File: config.mk
export PLATFORM = sky130hd
export DESIGN_NAME = if_id_stage_flat
export DESIGN_NICKNAME = d
export VERILOG_FILES = /design/src/rtl/if_id_stage_pkg.sv /design/src/rtl/if_id_stage_if.sv /design/src/rtl/if_id_stage_hazard_detect.sv /design/src/rtl/if_id_stage.sv /design/src/flat_wrapper.sv
export SDC_FILE = /design/constraint.sdc
export NUM_CORES = 1
export LEC_CHECK = 0
export CELL_PAD_IN_SITES_DETAIL_PLACEMENT = 0
export CELL_PAD_IN_SITES_GLOBAL_PLACEMENT = 1
export CORE_ASPECT_RATIO = 1.2
export CORE_MARGIN = 5
export CORE_UTILIZATION = 33
export CTS_CLUSTER_DIAMETER = 50
export CTS_CLUSTER_SIZE = 20
export DETAILED_ROUTE_END_ITERATION = 8
export GPL_TIMING_DRIVEN = 0
export PLACE_DENSITY_LB_ADDON = 0.1
export SLEW_MARGIN = 5
export SYNTH_ARGS = -nofsm -noshare
export SYNTH_HDL_FRONTEND = slang
export SYNTH_SLANG_ARGS = --single-unit
File: constraint.sdc
create_clock -name Clk -period 2.9 [get_ports Clk]
set_clock_uncertainty 0.2 [all_clocks]
set_input_delay 0.29 -clock Clk [delete_from_list [all_inputs] [get_ports Clk]]
set_output_delay 0.29 -clock Clk [all_outputs]
set_load 0.01 [all_outputs]
File: src/rtl/if_id_stage_pkg.sv
// Shared types and constants for the fetch stage.
// Opcode set, NOP word and the rt-usage decoder.
package if_id_stage_pkg;

  localparam logic [5:0] OP_RTYPE = 6'b000000;
  localparam logic [5:0] OP_MUL   = 6'b011100;
  localparam logic [5:0] OP_BEQ   = 6'b000100;
  localparam logic [5:0] OP_BNE   = 6'b000101;
  localparam logic [5:0] OP_SB    = 6'b101000;
  localparam logic [5:0] OP_SH    = 6'b101001;
  localparam logic [5:0] OP_SW    = 6'b101011;

  localparam logic [31:0] NOP = 32'h0000_0000;

  typedef struct packed {
    logic [31:0] instr;
    logic [31:0] pc_plus4;
  } if_id_t;

  function automatic logic uses_rt(input logic [5:0] op);
    logic r;
    r = 1'b0;
    unique case (op)
      OP_RTYPE, OP_MUL,
      OP_BEQ, OP_BNE,
      OP_SB, OP_SH, OP_SW: r = 1'b1;
      default:             r = 1'b0;
    endcase
    return r;
  endfunction

endpackage

File: src/rtl/if_id_stage_if.sv
// Instruction-memory bus between fetch and imem.
// Read is combinational within the cycle.
interface if_id_stage_if;
  logic [31:0] Imem_Addr;
  logic [31:0] Imem_Data;

  modport master (
    output Imem_Addr,
    input  Imem_Data
  );

  modport slave (
    input  Imem_Addr,
    output Imem_Data
  );
endinterface

File: src/rtl/if_id_stage_hazard_detect.sv
// Load-use hazard check against the load sitting in EX.
// Purely combinational.
module hazard_detect
  import if_id_stage_pkg::*;
(
  input  logic [5:0] opcode,
  input  logic [4:0] rs,
  input  logic [4:0] rt,
  input  logic       ex_mem_read,
  input  logic [4:0] ex_rt,
  output logic       load_use
);

  logic rs_hit;
  logic rt_hit;

  assign rs_hit = (ex_rt == rs);
  assign rt_hit = uses_rt(opcode) & (ex_rt == rt);

  assign load_use = ex_mem_read
                  & (ex_rt != 5'd0)
                  & (rs_hit | rt_hit);

endmodule

File: src/rtl/if_id_stage.sv
// PC, IF/ID register, redirect/stall control
// and saturating debug counters.
module if_id_stage
  import if_id_stage_pkg::*;
#(
  parameter logic [31:0] PC_RESET = 32'h0000_0000,
  parameter int          CNT_W    = 16
) (
  input  logic             Clk,
  input  logic             Rst,
  if_id_stage_if.master    imem,
  input  logic             Redirect,
  input  logic [31:0]      Redirect_Target,
  input  logic             ID_EX_Mem_Read,
  input  logic [4:0]       ID_EX_Rt,
  output logic [31:0]      IF_ID_Instruction,
  output logic [31:0]      IF_ID_PC_Plus4,
  output logic             Bubble,
  output logic [CNT_W-1:0] Stall_Count,
  output logic [CNT_W-1:0] Flush_Count
);

  localparam logic [CNT_W-1:0] ONE = 1;

  logic [31:0] pc;
  logic [31:0] pc_plus4;
  if_id_t      if_id;
  logic        load_use;

  assign pc_plus4       = pc + 32'd4;
  assign imem.Imem_Addr = pc;

  assign IF_ID_Instruction = if_id.instr;
  assign IF_ID_PC_Plus4    = if_id.pc_plus4;

  hazard_detect u_hazard (
    .opcode      (if_id.instr[31:26]),
    .rs          (if_id.instr[25:21]),
    .rt          (if_id.instr[20:16]),
    .ex_mem_read (ID_EX_Mem_Read),
    .ex_rt       (ID_EX_Rt),
    .load_use    (load_use)
  );

  assign Bubble = Rst | Redirect | load_use;

  always_ff @(posedge Clk) begin
    if (Rst) begin
      pc          <= PC_RESET;
      if_id       <= '{instr: NOP, pc_plus4: 32'd0};
      Stall_Count <= '0;
      Flush_Count <= '0;
    end else if (Redirect) begin
      // a load-use seen in the same cycle dies with the flush
      pc    <= {Redirect_Target[31:2], 2'b00};
      if_id <= '{instr: NOP, pc_plus4: 32'd0};
      if (Flush_Count != '1)
        Flush_Count <= Flush_Count + ONE;
    end else if (load_use) begin
      if (Stall_Count != '1)
        Stall_Count <= Stall_Count + ONE;
    end else begin
      pc    <= pc_plus4;
      if_id <= '{instr: imem.Imem_Data,
                 pc_plus4: pc_plus4};
    end
  end

endmodule

File: src/flat_wrapper.sv
// flat-port wrapper written by rule: the top's interface ports become plain ports
module if_id_stage_flat import if_id_stage_pkg::*;
#(
  parameter logic [31:0] PC_RESET = 32'h0000_0000,
  parameter int          CNT_W    = 16
)
  (Clk, Rst, Redirect, Redirect_Target, ID_EX_Mem_Read, ID_EX_Rt, IF_ID_Instruction, IF_ID_PC_Plus4, Bubble, Stall_Count, Flush_Count, imem_Imem_Addr, imem_Imem_Data);
  if_id_stage_if imem_i ();
  input  logic Clk;
  input  logic Rst;
  input  logic Redirect;
  input  logic [31:0] Redirect_Target;
  input  logic ID_EX_Mem_Read;
  input  logic [4:0] ID_EX_Rt;
  output logic [31:0] IF_ID_Instruction;
  output logic [31:0] IF_ID_PC_Plus4;
  output logic Bubble;
  output logic [CNT_W-1:0] Stall_Count;
  output logic [CNT_W-1:0] Flush_Count;
  output wire logic [$bits(imem_i.Imem_Addr)-1:0] imem_Imem_Addr;
  input wire logic [$bits(imem_i.Imem_Data)-1:0] imem_Imem_Data;
  assign imem_Imem_Addr = imem_i.Imem_Addr;
  assign imem_i.Imem_Data = imem_Imem_Data;
  if_id_stage #(.PC_RESET(PC_RESET), .CNT_W(CNT_W)) u_core (.Clk(Clk), .Rst(Rst), .imem(imem_i), .Redirect(Redirect), .Redirect_Target(Redirect_Target), .ID_EX_Mem_Read(ID_EX_Mem_Read), .ID_EX_Rt(ID_EX_Rt), .IF_ID_Instruction(IF_ID_Instruction), .IF_ID_PC_Plus4(IF_ID_PC_Plus4), .Bubble(Bubble), .Stall_Count(Stall_Count), .Flush_Count(Flush_Count));
endmodule
==> results.yml <==
clocking:
  clock-sinks: 124
  insertion_delay_ns: 0.42
  cts_buffers: 17
  htreeDepth: 4
  cts-root-buf: "clkbuf_16"
  clockBufferDepth: 2
  clkTransAtPathRegs_ns: 0.06
  tritoncts: "done"
  postCtsHoldBufs: 0
timing:
  setup_viol: 0
  hold_viol_final: 0
  slew_headroom_pct: 53.7
  fin_tns_setup_ns: 0
  drv_slew: 0
  fmax_mhz: 368
  layout_worst_path_cycle_share_pct: 93.7
  rsz0062_at_grt: "false"
  hold_ws_ns: 0.226
  worst_pin_slew_ns: 0.694
  fin_crit_ns: 2.72
placement:
  gp_congestion: 0.799
  port_buffers: 194
  dp_hpwl_mm: 15.4
  placed_cells: 1122
route:
  via_per_inst: 5.16
  vias: 5958
  firstDrtPassIters: 5
  wl_mm: 20.3
  ant_nets: 0
  drc: 0
  wl_per_cell_um: 17.5
  drt-initial-drc-count: 346
grt:
  busiest_layer: "met2"
  track_usage_pct: 19.6
  grt_pass1_wl_mm: 31.0
  grt_max_degree: 17
  grt_use_met2_pct: 32.4
  use_met3_pct: 5.67
  grt.overflow.total: 0
  antenna_found_initial: 1
  grt_pass1_vias: 5839
  use_met1_pct: 24.1
final_layout:
  n_antenna_cell: 0
  ff_latch_area_um2: 2490
  synthToLayoutAreaGrowth_pct: 50.0
  final_common_cell: "clkdlybuf4s50_1"
  post-route-util_pct: 49.9
  fillerInstances: 1720
  drive_above_1_share_pct: 7.70
  final_cells: 1155
  final_nets: 998
  layout_common_cells: "189 x clkdlybuf4s50_1, 121 x dfxtp_1, 96 x nand2_1"
  multi_input_area_um2: 3060
logic_synthesis:
  synth_area_per_cell_um2: 8.23
  ys_types: 48
  async_flop_share_pct: 0
  ys_warn_count: 0
  synth_seq_area_share_pct: 42.8
  synth_edf_count: 0
  syn_inst: 705
  yosys_register_bits: 124
  syn-cell-area_um2: 5800
  yosys_most_used_dff: "dfxtp_1"
critical_path:
  critical_path.max_fanout: 10
  crit_arrival_ns: 2.84
  start_kind: "flip-flop"
  end_kind: "flip-flop"
  path_class: "flip-flop to flip-flop"
  cp.required_ns: 3.02
  cp-startpoint: "u_core.IF_ID_Instruction[28]"
  r2r_start: "u_core.IF_ID_Instruction[28]"
  r2r_slack_ns: 0.18
floorplanning:
  num_rows: 53
  core_um2: 17400
  die_y_um: 155
  pin_count: 202
  die_x_um: 131
  die_area_um2: 20300
  start_util_pct: 33.3
worst_hold_path:
  hp-start: "Rst"
  worstHoldPathType: "input pin to flip-flop"
power_and_ir_drop:
  p_leak_nw: 3.18
  peakVddDrop_mv: 0.351
  p_per_area_nw_per_um2: 538
flow_run:
  maxCapViolations: 0
status:
  status: "completed"
-- through the flow --
step | power [mW] | setup WS, ns | cell area [µm²]
after detailed placement | 2.43 | -0.765 | 8030
final | 4.68 | 0.184 | 8700
after global routing | 4.85 | 0.0260 | 8700
after global placement | 2.42 | -0.774 | 8030
after CTS | 4.73 | 0.00530 | 8690
after floorplan | 2.10 | 0.634 | 5810
-- metal layers --
layer  wire length [µm]  share of wire [%]  vias up
met5                 11              0.054        -
met2               9930                 49      193
met4                344                1.7        2
li1                   -                  -     2914
met1               8310                 41     2826
met3               1650                8.1       23
-- cells in the mapped netlist, types with 5 or more instances --
cell type | instances | area share, %
a211oi_1 | 31 | 4.0
a21oi_1 | 58 | 5.0
a311oi_1 | 18 | 2.7
and3_1 | 13 | 1.4
and4_1 | 5 | 0.75
buf_2 | 12 | 1.0
buf_4 | 10 | 1.3
clkbuf_1 | 23 | 1.5
dfxtp_1 | 124 | 43
inv_1 | 8 | 0.52
nand2_1 | 97 | 6.3
nand3_1 | 30 | 2.6
nand4_1 | 12 | 1.3
nor2_1 | 82 | 5.3
nor3_1 | 7 | 0.60
o21ai_0 | 33 | 2.8
o31ai_1 | 7 | 0.91
or3_1 | 27 | 2.9
or4_1 | 6 | 0.78
xnor2_1 | 24 | 3.6
xor2_1 | 37 | 5.6
-- flip-flops by register name (all words and copies together) (netlist names) --
| register | count |
|---|---|
| u_core.IF_ID_PC_Plus4 | 30 |
| u_core.IF_ID_Instruction | 32 |
| u_core.Stall_Count | 16 |
| u_core.imem.Imem_Addr | 30 |
| u_core.Flush_Count | 16 |
-- area by class of cell --
cell class,count,area share (%)
Inverter,8,0.345
Sequential cell,124,28.6
Timing Repair Buffer,195,22.3
Clock inverter,13,2.19
Multi-Input combinational cell,527,35.1
Clock buffer,19,5.09
Tap cell,220,3.16
Buffer,49,3.19
-- report_power, final --
part	total [mW]	switching (mW)	internal [mW]
Clock	2.29	0.822	1.47
Sequential	1.85	0.0805	1.77
Combinational	0.537	0.248	0.289
-- worst max-delay path, stage by stage, from the launching register on --
cell	delay (ns)
dfxtp_1	0.34
nand2b_1	0.16
a2111o_1	0.35
o311a_1	0.17
o21ai_4	0.19
buf_4	0.18
clkbuf_1	0.43
a21boi_0	0.21
xnor2_1	0.17
a211oi_1	0.23
-- logic make-up after synthesis --
kind of cell	Yosys count	synth area share, %
AO/OA/AOI/OAI	161	17.7
XOR/XNOR	61	9.21
adder cells (fa/ha/maj)	3	0.647
buffers and inverters	57	4.98
flip-flops	124	42.8
multiplexers	1	0.172
other	1	0.0646
AND/OR/NAND/NOR	297	24.4
-- final timing paths --
kind,endpoint,cells after the start
setup / recovery,u_core.imem.Imem_Addr[4],9
hold / removal,u_core.imem.Imem_Addr[27],4
setup reg to reg,u_core.imem.Imem_Addr[4],9
hold reg to reg,u_core.IF_ID_Instruction[6],2
-- repair_timing --
item	in CTS	in global routing
buffers inserted	1	0
cloned	0	0
setup endpoints to repair	1	2
pin swaps	1	1
gates resized for setup	14	7
Power figures use the tool's default switching activity.
